File: src/rtl/tick_pwm.sv
// rtl/tick_pwm.sv - tick-driven PWM generator with shadowed duty handshake
// Counts synchronized tick_in edges; duty updates are double-buffered and applied only at the period wrap.
module tick_pwm #(
  parameter int CNT_WIDTH  = 8,
  parameter int PERIOD_MAX = 255
) (
  input  logic                 clk,
  input  logic                 rst,
  input  logic                 tick_in,
  input  logic [CNT_WIDTH-1:0] duty_in,
  input  logic                 duty_valid,
  output logic                 duty_ready,
  output logic                 pwm_out,
  output logic                 period_start
);

  localparam logic [CNT_WIDTH-1:0] CNT_LAST  = CNT_WIDTH'(PERIOD_MAX);
  localparam logic [CNT_WIDTH:0]   DUTY_FULL = (CNT_WIDTH+1)'(PERIOD_MAX + 1);

  logic                 s1, s2, s3;
  logic                 tick;
  logic                 wrap;
  logic                 xfer;

  logic [CNT_WIDTH-1:0] cnt, cnt_next;
  logic [CNT_WIDTH-1:0] duty_active, duty_active_next;
  logic [CNT_WIDTH-1:0] shadow, shadow_next;
  logic                 shadow_full, shadow_full_next;
  logic [CNT_WIDTH:0]   duty_ext;
  logic [CNT_WIDTH:0]   duty_eff;
  logic                 pwm_next;

  // tick_in is asynchronous: two sync flops, then s3 as history for edge detect
  always_ff @(posedge clk or negedge rst) begin
    if (!rst) begin
      s1 <= 1'b0;
      s2 <= 1'b0;
      s3 <= 1'b0;
    end else begin
      s1 <= tick_in;
      s2 <= s1;
      s3 <= s2;
    end
  end

  assign tick       = s2 & ~s3;
  assign wrap       = tick && (cnt == CNT_LAST);
  assign duty_ready = ~shadow_full;
  assign xfer       = duty_valid && duty_ready;

  always_comb begin
    cnt_next         = cnt;
    duty_active_next = duty_active;
    shadow_next      = shadow;
    shadow_full_next = shadow_full;

    if (tick) begin
      cnt_next = wrap ? '0 : cnt + 1'b1;
    end

    // Only a value already sitting in the shadow is promoted; a transfer on
    // the wrap edge itself waits for the following wrap.
    if (wrap && shadow_full) begin
      duty_active_next = shadow;
      shadow_full_next = 1'b0;
    end

    if (xfer) begin
      shadow_next      = duty_in;
      shadow_full_next = 1'b1;
    end
  end

  // Clamp to a full period so oversized duties stay high across the wrap
  always_comb begin
    duty_ext = {1'b0, duty_active_next};
    duty_eff = (duty_ext > DUTY_FULL) ? DUTY_FULL : duty_ext;
    pwm_next = ({1'b0, cnt_next} < duty_eff);
  end

  always_ff @(posedge clk or negedge rst) begin
    if (!rst) begin
      cnt          <= '0;
      duty_active  <= '0;
      shadow       <= '0;
      shadow_full  <= 1'b0;
      pwm_out      <= 1'b0;
      period_start <= 1'b0;
    end else begin
      cnt          <= cnt_next;
      duty_active  <= duty_active_next;
      shadow       <= shadow_next;
      shadow_full  <= shadow_full_next;
      pwm_out      <= pwm_next;
      period_start <= wrap;
    end
  end

endmodule

File: config.mk
export PLATFORM = sky130hd
export DESIGN_NAME = tick_pwm
export DESIGN_NICKNAME = d
export VERILOG_FILES = /design/src/rtl/tick_pwm.sv
export SDC_FILE = /design/constraint.sdc
export NUM_CORES = 1
export LEC_CHECK = 0
export BUFFER_PORTS_ARGS = -buffer_cell sky130_fd_sc_hd__buf_2
export CAP_MARGIN = 20
export CORE_ASPECT_RATIO = 1.2
export CORE_MARGIN = 8
export CORE_UTILIZATION = 30
export CTS_CLUSTER_DIAMETER = 120
export DETAILED_ROUTE_END_ITERATION = 6
export HOLD_SLACK_MARGIN = 0.12
export PLACE_DENSITY = 0.47
export SLEW_MARGIN = 10
export SYNTH_ARGS = -nofsm -noshare
export SYNTH_HDL_FRONTEND = slang
export SYNTH_SLANG_ARGS = --single-unit
File: constraint.sdc
create_clock -name clk -period 5.2 [get_ports clk]
set_input_delay 1.56 -clock clk [delete_from_list [all_inputs] [get_ports clk]]
set_output_delay 1.56 -clock clk [all_outputs]
set_load 0.005 [all_outputs]
======== Word level (Yosys, flattened, before mapping) ========
Cells that the tools add are included.
storage, ports and cells
  output and inout port bits .............. 3
  input port bits ......................... 12
  flip-flop bits (word level) ............. 30
operators by class
  multiplexer cells ....................... 6
  bitwise operators ....................... 3
  add/subtract/negate cells ............... 1
  equal/unequal tests ..................... 1
  reductions and logical operators ........ 4
  magnitude comparators ................... 2
operators by type and width
  cell                 number
  $mux 8               3
  $gt 8x9->1 const B   1
  $lt 8x9->1           1
  $mux 9               1
  $add 8x1->8 const B  1
  $eq 8x8->1 const B   1
  $logic_and 1x1->1    3
  $mux 1               2
  $not 1->1            2
  $reduce_bool 2->1    1
  $and 1x1->1          1

======== Depth between registers and ports, before layout ========
Gate-level depths: netlist of run 1.
  depth after elaboration ................. 8
  mapped depth ............................ 10

======== Least setup slack after synthesis of run 1 ========
No wires, ideal clock.
  path kind ............................... in2reg
  start point ............................. input duty_valid
  end point ............................... register shadow[0]
  data required time ...................... 5.075 ns
  path slack .............................. 2.773 ns
  stages on the path ...................... 3
  arrival ................................. 2.302 ns
  library setup time ...................... 0.125 ns
  cell sequence ........................... nor2b_1 -> clkbuf_1 -> mux2_2
between the ends
  word-level cells in the longest chain between the ends .. 1
RTL lines
  item                  RTL line  text
  start, declared       11        input logic duty_valid,
  $logic_and 1x1->1     49        assign xfer = duty_valid && duty_ready;
  end signal, assigned  92        shadow <= shadow_next;
  end, declared         27        logic [CNT_WIDTH-1:0] shadow, shadow_next;
No other way between the ends.
A chain may end at the register's enable or synchronous reset.

======== Final worst setup path of run 1 ========
  start point ............................. register cnt[0]
  end point ............................... register pwm_out
between the ends
  word-level cells in the longest chain between the ends .. 7
RTL lines
  item                    RTL line  text
  start, declared         25        logic [CNT_WIDTH-1:0] cnt, cnt_next;
  start signal, assigned  90        cnt <= cnt_next;
  $eq 8x8->1              47        assign wrap = tick && (cnt == CNT_LAST);
  $logic_and 1x1->1       47
  $logic_and 1x1->1       63        if (wrap && shadow_full) begin
  $mux 8                  63
  $gt 8x9->1              77        duty_eff = (duty_ext > DUTY_FULL) ? DUTY_FULL : duty_ext;
  $mux 9                  77
  $lt 8x9->1 *            78        pwm_next = ({1'b0, cnt_next} < duty_eff);
  via pwm_next            31        logic pwm_next;
  end signal, assigned    94        pwm_out <= pwm_next;
  end, declared           13        output logic pwm_out,
The timed path passes the listed nets; every way through them passes the cells marked *.

==> results of run 1 <==
routing by layer:
metal  wire length [µm]  up-vias
li1                   -      408
met1               1090      415
met2               1160       14
met3                 95        5
met4                 78        0
met5                  0        -
final timing paths:
kind                                             to  slack, ns  cells past startpoint
setup / recovery                  pwm_out$_DFF_PN0_       2.22                      9
hold / removal                         s2$_DFF_PN0_       0.35                      0
setup reg to reg                  pwm_out$_DFF_PN0_       2.22                      9
hold reg to reg                        s2$_DFF_PN0_       0.35                      0
max in group asynchronous          cnt[0]$_DFF_PN0_       3.46                      1
min in group asynchronous  duty_active[6]$_DFF_PN0_       1.31                      1
synthesized netlist by cell type, types with 2 or more instances:
cell / n / area, µm²
sky130_fd_sc_hd__xor2_1: 2 / 17.5
sky130_fd_sc_hd__a21oi_1: 3 / 15.0
sky130_fd_sc_hd__nand4_1: 4 / 25.0
sky130_fd_sc_hd__inv_1: 9 / 33.8
sky130_fd_sc_hd__o21a_1: 3 / 22.5
sky130_fd_sc_hd__a41o_1: 2 / 20.0
sky130_fd_sc_hd__and3_1: 3 / 18.8
sky130_fd_sc_hd__nor2_1: 2 / 7.51
sky130_fd_sc_hd__dfrtp_1: 30 / 751
sky130_fd_sc_hd__ha_1: 8 / 100
sky130_fd_sc_hd__a21o_1: 2 / 15.0
sky130_fd_sc_hd__xnor2_1: 3 / 26.3
sky130_fd_sc_hd__nand2_1: 6 / 22.5
sky130_fd_sc_hd__nor2b_1: 2 / 12.5
sky130_fd_sc_hd__mux2i_1: 7 / 70.1
sky130_fd_sc_hd__mux2_2: 8 / 90.1
through the flow:
step | utilization [%] | power, W | cell area, µm² | hold WS [ns] | worst slack (ns)
2_1_floorplan | - | 0.000379 | 1340 | 0.331 | 2.77
3_3_place_gp | 34.3 | 0.000415 | 1460 | 0.336 | 2.26
3_5_place_dp | 34.3 | 0.000419 | 1460 | 0.337 | 2.19
4_1_cts | 36.4 | 0.000613 | 1550 | 0.352 | 2.17
5_1_grt | 36.4 | 0.000645 | 1550 | 0.363 | 1.97
6_report | 36.4 | 0.000601 | 1550 | 0.352 | 2.22
cells by family after synthesis:
logic type / after synthesis
AO/OA/AOI/OAI: 14
multiplexers: 16
XOR/XNOR: 5
AND/OR/NAND/NOR: 21
adder cells (fa/ha/maj): 8
buffers and inverters: 11
flip-flops: 30
worst max-delay path, cell delays in order, from the launching register on:
cell,delay (ns)
sky130_fd_sc_hd__dfrtp_1,0.40
sky130_fd_sc_hd__ha_1,0.22
sky130_fd_sc_hd__and4b_1,0.29
sky130_fd_sc_hd__nand4_1,0.55
sky130_fd_sc_hd__mux2i_1,0.42
sky130_fd_sc_hd__ha_1,0.30
sky130_fd_sc_hd__a21o_1,0.16
sky130_fd_sc_hd__a221oi_1,0.34
sky130_fd_sc_hd__o21a_1,0.17
sky130_fd_sc_hd__a41o_1,0.08
sequential cells by signal (all words and copies together), names as in the netlist:
name,count
cnt,8
duty_active,8
period_start,1
pwm_out,1
s1,1
s2,1
s3,1
shadow,8
shadow_full,1
cell usage in the layout, fill, tap and decap left out:
cell / Yosys / final
sky130_fd_sc_hd__clkbuf_1: 1 / 1
sky130_fd_sc_hd__o21a_1: 3 / 3
sky130_fd_sc_hd__clkbuf_8: 0 / 6
sky130_fd_sc_hd__o21ai_0: 1 / 1
sky130_fd_sc_hd__and4b_1: 1 / 1
sky130_fd_sc_hd__xnor2_1: 3 / 3
sky130_fd_sc_hd__buf_2: 0 / 14
sky130_fd_sc_hd__o31ai_1: 1 / 1
sky130_fd_sc_hd__a221oi_1: 1 / 1
sky130_fd_sc_hd__a21oi_1: 3 / 3
sky130_fd_sc_hd__a21o_1: 2 / 2
sky130_fd_sc_hd__mux2_4: 1 / 1
sky130_fd_sc_hd__mux2_2: 8 / 8
sky130_fd_sc_hd__and3_1: 3 / 3
sky130_fd_sc_hd__nand3_1: 1 / 1
sky130_fd_sc_hd__nand4_1: 4 / 4
sky130_fd_sc_hd__nand2_1: 6 / 6
sky130_fd_sc_hd__inv_1: 9 / 9
sky130_fd_sc_hd__clkinv_2: 0 / 1
sky130_fd_sc_hd__nor2b_1: 2 / 2
sky130_fd_sc_hd__nand2b_1: 1 / 1
sky130_fd_sc_hd__mux2i_1: 7 / 7
sky130_fd_sc_hd__nor2_1: 2 / 2
sky130_fd_sc_hd__a21boi_0: 1 / 1
sky130_fd_sc_hd__and4_1: 1 / 1
sky130_fd_sc_hd__a41o_1: 2 / 2
sky130_fd_sc_hd__dfrtp_1: 30 / 30
sky130_fd_sc_hd__xor2_1: 2 / 2
sky130_fd_sc_hd__ha_1: 8 / 8
final cells by class:
cell class	instances	share of cell area (%)
multi-input cells	64	34.6
inverters	9	2.18
repair buffers	14	4.51
flip-flops and latches	30	48.3
clock inverters	1	0.322
well taps	56	4.51
clock buffers	7	5.56
power by group:
part,switching [W],internal [W],leakage [nW],total [W]
Sequential,0.0000269,0.000264,0.383,0.000291
Combinational,0.0000577,0.0000643,0.423,0.000122
Clock,0.0000816,0.000106,0.0482,0.000188
==> impl_metrics.toml, run 1 <==
[yosys]
synth.mux.area_fraction_pct = 13.1
synth_compound_gate_area_share_pct = 7.58
synth_ff_type = "sky130_fd_sc_hd__dfrtp_1"
avg_synthesized_cell_area_um2 = 12.7
yosys_warnings = 0
mappedNetlistArea_um2 = 1340
synth_cell_type_count = 27
synth.net_count = 125
synth-edff-count = 0
yosys.area_share.simple_pct = 8.71
synth_seq_area_share_pct = 56.2
ys_seq_elements = 30
main_combinational_cell_family_by_area_after_synthesis = "multiplexers"
yosys.area_share.xor_xnor_pct = 3.28
synthCells = 105
ys_async_sr_fraction_pct = 100
yosys.area_share.adder_pct = 7.49

[flow_run]
max_cap_viol_count = 0

[cts]
cts.htree.levels = 2
cts-buffers-inserted = 5
worst_skew_pair.late_latency_ns = 0.28
post-cts-setup-buffers = 0
clock_sinks = 30
cts.repair.resized = 0
worst_setup_hold_path_clk_slew_ns = 0.06
postCtsHoldBufs = 0
cts-root-buf = "sky130_fd_sc_hd__clkbuf_8"
clk_path_buf_depth = 2
tritoncts = "built"

[place]
dpl.cell_count = 173
dpl.hpwl_mm = 1.81
place_congestion = 0.844
placement.io_buffers = 14

[floorplan]
die_h_um = 89.1
fp.coreArea_um2 = 4260
die_width_um = 76.9
fp.dieArea_um2 = 6850
floorplan.io_pins = 15
floorplan.initialDensity_pct = 31.4
rows = 26

[layout]
post_layout_nonfiller_instances = 181
antenna_cells_inserted = 0
final_layout_size_suffix_gt1_share_pct = 24.0
nets_finish = 144
final-seq-area_um2 = 751
num-fill-cells = 436
multiInputGateArea_um2 = 537
area_growth_syn_to_layout_pct = 16.2

[sta]
timing.slew.headroom_pct = 48.1
max_freq_ghz = 0.335
rsz0062_at_grt = "no"
timing.final.max_slew_violations = 0
layout_worst_path_cycle_share_pct = 57.4
worst-slew-pin-transition_ns = 0.776
finClkSkew_ns = 0.00393
setup_viol_count_final = 0
hold_violations = 0
final.setup.tns_ns = 0
fin_crit_ns = 2.98

[route]
post-route-drc-count = 0
drt-pass1-iter-count = 4
postRouteAntennaNets = 0
dr_total_vias = 842
viasPerCell = 4.65
post_drt_wl_per_cell_um = 13.4
finalWirelength_mm = 2.43
detail_route.iter0.violations = 55

[grt]
grt-ovfl-total = 0
groute.layer.met2.usage_pct = 12.7
grt_pass1_vias = 892
met3_usage_grt_pct = 2.72
groute.usage.overall_pct = 8.13
antenna_violations_before_repair = 0
grt.met1_usage_pct = 9.17
maximum_number_of_pins_on_one_net_before_global_route_repair = 31
globalRoute.busiestLayer = "met2"
wire_length_of_the_first_global_routing_pass_mm = 4.33

[critical_path]
regToRegStartpoint = "cnt[0]$_DFF_PN0_"
worst-endpoint-required_ns = 5.42
cp_data_arrival_time_ns = 3.20
critical_path_class = "reg2reg"
endpoint_kind = "register"
startpoint = "cnt[0]$_DFF_PN0_"
critPathMaxFanout = 9
startpoint_type = "register"

[status]
status = "completed"

[min_path]
worst_hold_check_path_type = "reg2reg"
timing.hold.worst.start = "s1$_DFF_PN0_"

[power_and_ir_drop]
p_leak_nw = 0.854
cellPowerDensity_nw_per_um2 = 387
vdd_drop_max_mv = 0.198
Power figures use the tool's default switching activity.
==> inputs of run 2 (changes only) <==
- PLACE_DENSITY: 0.47 -> 0.49
- clock period: 5.2 -> 2.5 ns (I/O delays scaled with it)
==> impl_metrics.toml, run 2 (same netlist as run 1, synthesis figures left out) <==
[critical_path]
startpoint_type = "register"
critical-path-top-delay-family = "compound AO/OA/AOI/OAI gates"
cp_slowest_cell = "sky130_fd_sc_hd__dfrtp_1"
timing.critical_path.cells = "ha_4, and4b_1, nand4_1, buf_12, buf_4, mux2i_2, ha_1, a21oi_1, a21boi_1, o21a_1, a41o_1"
worst-path-buf-inv = 2
endpoint_kind = "register"
critPathMaxStageDelay_ns = 0.41
critPathMaxFanout = 8
critical_path_class = "reg2reg"
cp_data_arrival_time_ns = 2.57
worst-endpoint-required_ns = 2.67

[power_and_ir_drop]
p_leak_nw = 0.895
vdd_drop_max_mv = 0.373
cellPowerDensity_nw_per_um2 = 748

[place]
placement.io_buffers = 14
place_congestion = 0.752
dpl.hpwl_mm = 1.91

[route]
viasPerCell = 4.67
drt-pass1-iter-count = 4
post-route-drc-count = 0
postRouteAntennaNets = 0
finalWirelength_mm = 2.63
post_drt_wl_per_cell_um = 13.9
detail_route.iter0.violations = 52
dr_total_vias = 888

[flow_run]
max_cap_viol_count = 0

[sta]
fin_crit_ns = 2.40
finClkSkew_ns = 0.00873
layout_worst_path_cycle_share_pct = 96.1
setup_viol_count_final = 0
timing.final.max_slew_violations = 0
timing.slew.headroom_pct = 55.3
hold_violations = 0
worst_hold_slack_ns = 0.355
max_freq_ghz = 0.416
worst-slew-pin-transition_ns = 0.670

[min_path]
worst_hold_check_path_type = "reg2reg"

[layout]
largest_regs = "cnt x8, duty_active x8, shadow x8"
most_common_library_cell_in_the_layout_ignoring_fill_and_taps = "sky130_fd_sc_hd__dfrtp_1"
area_growth_syn_to_layout_pct = 30.1
final_layout_size_suffix_gt1_share_pct = 38.1
fin_util_pct = 40.8
antenna_cells_inserted = 0
nets_finish = 153
layout_common_cells = "30 x sky130_fd_sc_hd__dfrtp_1, 14 x sky130_fd_sc_hd__buf_2, 9 x sky130_fd_sc_hd__inv_1"

[cts]
clock_sinks = 30
clk_path_buf_depth = 2
cts.htree.levels = 2
cts-root-buf = "sky130_fd_sc_hd__clkbuf_8"
worst_setup_hold_path_clk_slew_ns = 0.06
cts-buffers-inserted = 5
worst_skew_pair.late_latency_ns = 0.28
tritoncts = "built"

[grt]
wire_length_of_the_first_global_routing_pass_mm = 4.37
groute.usage.overall_pct = 8.36
grt-ovfl-total = 0
antenna_violations_before_repair = 0
grt_pass1_vias = 942
maximum_number_of_pins_on_one_net_before_global_route_repair = 31

[floorplan]
floorplan.initialDensity_pct = 31.4
fp.dieArea_um2 = 6850
fp.coreArea_um2 = 4260
floorplan.io_pins = 15
rows = 26
die_width_um = 76.9
die_h_um = 89.1

[status]
status = "completed"
[run 2: cell types whose count changed in the layout (fill, tap and decap cells not counted), sizes merged]
cell,previous run,this run
buf,14,23
[run 2: layout make-up]
cell class | instances | area [µm²]
clock buffer | 7 | 86.3
clock inverter | 1 | 5.00
fill | 415 | 2520
inverter | 9 | 33.8
multi-input combinational | 64 | 643
sequential | 30 | 751
tap | 56 | 70.1
timing repair buffer | 23 | 150
[run 2: metrics by stage]
stage | setup slack (ns) | instance area [µm²] | power (W) | std cells | TNS (ns)
floorplan | 0.145 | 1340 | 0.000787 | 105 | 0
global placement | 0.0214 | 1510 | 0.000875 | 178 | 0
detailed placement | -0.0329 | 1510 | 0.000887 | 178 | -0.0329
CTS | 0.0193 | 1610 | 0.00130 | 186 | 0
global route | -0.0333 | 1740 | 0.00139 | 190 | -0.0333
finish | 0.0980 | 1740 | 0.00130 | 190 | 0
[run 2: per-layer routing]
metal  up-vias  global-route usage [%]  share of wire, %
met5         -                       0                 0
met4         0                    7.53               3.2
met3         6                    2.62               2.5
met2        14                    14.2                51
met1       442                    8.19                43
li1        426                       -                 -
[run 2: where the power goes]
group	leakage (nW)	internal [W]	total (W)	switching [W]
sequential	0.383	0.000549	0.000603	0.0000538
combinational	0.464	0.000165	0.000304	0.000139
clock	0.0482	0.000222	0.000395	0.000173
total	0.895	0.000935	0.00130	0.000367
[run 2: path summary, 6_finish.rpt]
path                       depth (start not counted)  slack (ns)               endpoint             start
setup / recovery                                  11         0.1      pwm_out$_DFF_PN0_  cnt[1]$_DFF_PN0_
hold / removal                                     0        0.35           s2$_DFF_PN0_      s1$_DFF_PN0_
setup reg to reg                                  11         0.1      pwm_out$_DFF_PN0_  cnt[1]$_DFF_PN0_
hold reg to reg                                    0        0.35           s2$_DFF_PN0_      s1$_DFF_PN0_
max in group asynchronous                          1        1.56       cnt[3]$_DFF_PN0_               rst
min in group asynchronous                          1        0.51  shadow[6]$_DFFE_PN0P_               rst
[run 2: what timing repair did]
action                                  in CTS  in global routing
gates resized for setup                      1                 16
endpoints found under the setup margin       1                  1
hold buffers                                 0                  0
pin swaps                                    0                  3
buffers inserted                             0                  4
==> inputs of run 3 (changes only) <==
- REMOVE_ABC_BUFFERS: not set -> 1
- SETUP_SLACK_MARGIN: not set -> 0.5
==> impl_metrics.toml, run 3 (same netlist as run 1, synthesis figures left out) <==
[sta]
layout_worst_path_cycle_share_pct = 94.7
timing.final.max_slew_violations = 0
fin_crit_ns = 2.37
setup_viol_count_final = 0
finClkSkew_ns = 0.00431
rsz0062_at_grt = "yes"
worst-slew-pin-transition_ns = 0.669
max_freq_ghz = 0.422
hold_violations = 0
timing.slew.headroom_pct = 55.4

[route]
postRouteAntennaNets = 0
dr_total_vias = 903
detail_route.iter0.violations = 36
post-route-drc-count = 0
viasPerCell = 4.73
finalWirelength_mm = 2.66
drt-pass1-iter-count = 4
post_drt_wl_per_cell_um = 13.9

[place]
dpl.hpwl_mm = 1.92
placement.io_buffers = 14
place_congestion = 0.786
dpl.cell_count = 179
placed_area_um2 = 1510

[layout]
final_layout_size_suffix_gt1_share_pct = 39.3
nets_finish = 155
layout_common_cells = "30 x sky130_fd_sc_hd__dfrtp_1, 14 x sky130_fd_sc_hd__buf_2, 9 x sky130_fd_sc_hd__inv_1, 9 x sky130_fd_sc_hd__buf_4, 8 x sky130_fd_sc_hd__mux2_2"
antenna_cells_inserted = 0
largest_regs = "cnt x8, duty_active x8, shadow x8"
multiInputGateArea_um2 = 617
final-seq-area_um2 = 751
finish.instance_area_um2 = 1710
post_layout_nonfiller_instances = 191
num-fill-cells = 411
most_common_library_cell_in_the_layout_ignoring_fill_and_taps = "sky130_fd_sc_hd__dfrtp_1"
area_growth_syn_to_layout_pct = 28.0

[cts]
cts-buffers-inserted = 5
worst_setup_hold_path_clk_slew_ns = 0.06
worst_skew_pair.late_latency_ns = 0.28
clk_path_buf_depth = 2
clock_sinks = 30
cts-root-buf = "sky130_fd_sc_hd__clkbuf_8"
cts.htree.levels = 2
tritoncts = "built"

[floorplan]
floorplan.initialDensity_pct = 31.4
die_width_um = 76.9
fp.coreArea_um2 = 4260
fp.dieArea_um2 = 6850
die_h_um = 89.1
rows = 26
floorplan.io_pins = 15

[power_and_ir_drop]
vdd_drop_max_mv = 0.275
share_seq_of_total_power_pct = 47.5
post-layout-total-power_w = 0.00128
sw_frac_of_total_pct = 28.6
p_leak_nw = 0.877
cellPowerDensity_nw_per_um2 = 750
internal_power_w = 0.000916
switching_power_w = 0.000367
p_clk_share_pct = 27.5
comb_power_share_pct = 25.0

[grt]
grt_pass1_vias = 1010
antenna_violations_before_repair = 0
wire_length_of_the_first_global_routing_pass_mm = 4.68
maximum_number_of_pins_on_one_net_before_global_route_repair = 31
groute.usage.overall_pct = 9.08
grt-ovfl-total = 0

[critical_path]
critPathMaxFanout = 6
startpoint_type = "register"
endpoint_kind = "register"
worst-endpoint-required_ns = 2.67
cp_data_arrival_time_ns = 2.53
critical_path_class = "reg2reg"
timing.reg2reg.setup_slack_ns = 0.13

[min_path]
worst_hold_check_path_type = "reg2reg"

[status]
status = "completed"

[flow_run]
max_cap_viol_count = 0
## run 3: critical path, cell delays in order, from the launching register on
cell                       delay [ns]
sky130_fd_sc_hd__dfrtp_1         0.37
sky130_fd_sc_hd__ha_2            0.19
sky130_fd_sc_hd__and4b_1         0.22
sky130_fd_sc_hd__nand4_1         0.13
sky130_fd_sc_hd__buf_6           0.19
sky130_fd_sc_hd__buf_6           0.13
sky130_fd_sc_hd__mux2i_2         0.15
sky130_fd_sc_hd__ha_1            0.31
sky130_fd_sc_hd__a21oi_2         0.06
sky130_fd_sc_hd__a21boi_2        0.15
sky130_fd_sc_hd__o21a_1          0.16
sky130_fd_sc_hd__a41o_1          0.19
## run 3: final timing paths
check / from / endpoint / cells after the start
worst max-delay path: cnt[1]$_DFF_PN0_ / pwm_out$_DFF_PN0_ / 11
worst min-delay path: s1$_DFF_PN0_ / s2$_DFF_PN0_ / 0
worst max register to register: cnt[1]$_DFF_PN0_ / pwm_out$_DFF_PN0_ / 11
worst min register to register: s1$_DFF_PN0_ / s2$_DFF_PN0_ / 0
max in group asynchronous: rst / duty_active[4]$_DFF_PN0_ / 1
min in group asynchronous: rst / cnt[4]$_DFF_PN0_ / 1
## run 3: layer usage
metal  vias up  global-route usage (%)  share of wire [%]
met5         -                       0                  0
met4         0                    6.13                3.0
met3         7                    3.72                5.7
met2        27                    15.3                 50
met1       438                    9.16                 41
li1        431                       -                  -
## run 3: metrics by stage
step / utilization (%) / hold WS, ns / setup TNS, ns / setup WS [ns]
2_1_floorplan: - / 0.331 / -0.0649 / -0.0649
3_3_place_gp: 35.3 / 0.335 / 0 / 0.0508
3_5_place_dp: 35.3 / 0.339 / 0 / 0.0124
4_1_cts: 39.0 / 0.354 / 0 / 0.178
5_1_grt: 40.1 / 0.371 / -0.0114 / -0.0114
6_report: 40.1 / 0.352 / 0 / 0.132
## run 3: what timing repair did
item | 4_1_cts | 5_1_grt
pin swaps | 3 | 2
setup endpoints to repair | 1 | 1
hold buffers | 0 | 0
cloned | 0 | 0
gates resized for setup | 11 | 7
buffers inserted | 5 | 0
## run 3: final cells by class
type	count	share of cell area (%)
repair buffers	25	9.36
multi-input cells	64	36.1
flip-flops and latches	30	43.9
well taps	56	4.10
inverters	9	1.98
clock inverters	2	0.585
clock buffers	5	4.02
## run 3: power by group through the flow
| stage | Combinational [W] | Clock [W] | Sequential, W |
|---|---|---|---|
| 3_5_place_dp | 0.000263 | 0 | 0.000613 |
| 3_3_place_gp | 0.000259 | 0 | 0.000608 |
| 2_1_floorplan | 0.000189 | 0 | 0.000598 |
| 4_1_cts | 0.000324 | 0.000371 | 0.000605 |
| 5_1_grt | 0.000365 | 0.000399 | 0.000621 |
| 6_report | 0.000320 | 0.000353 | 0.000610 |
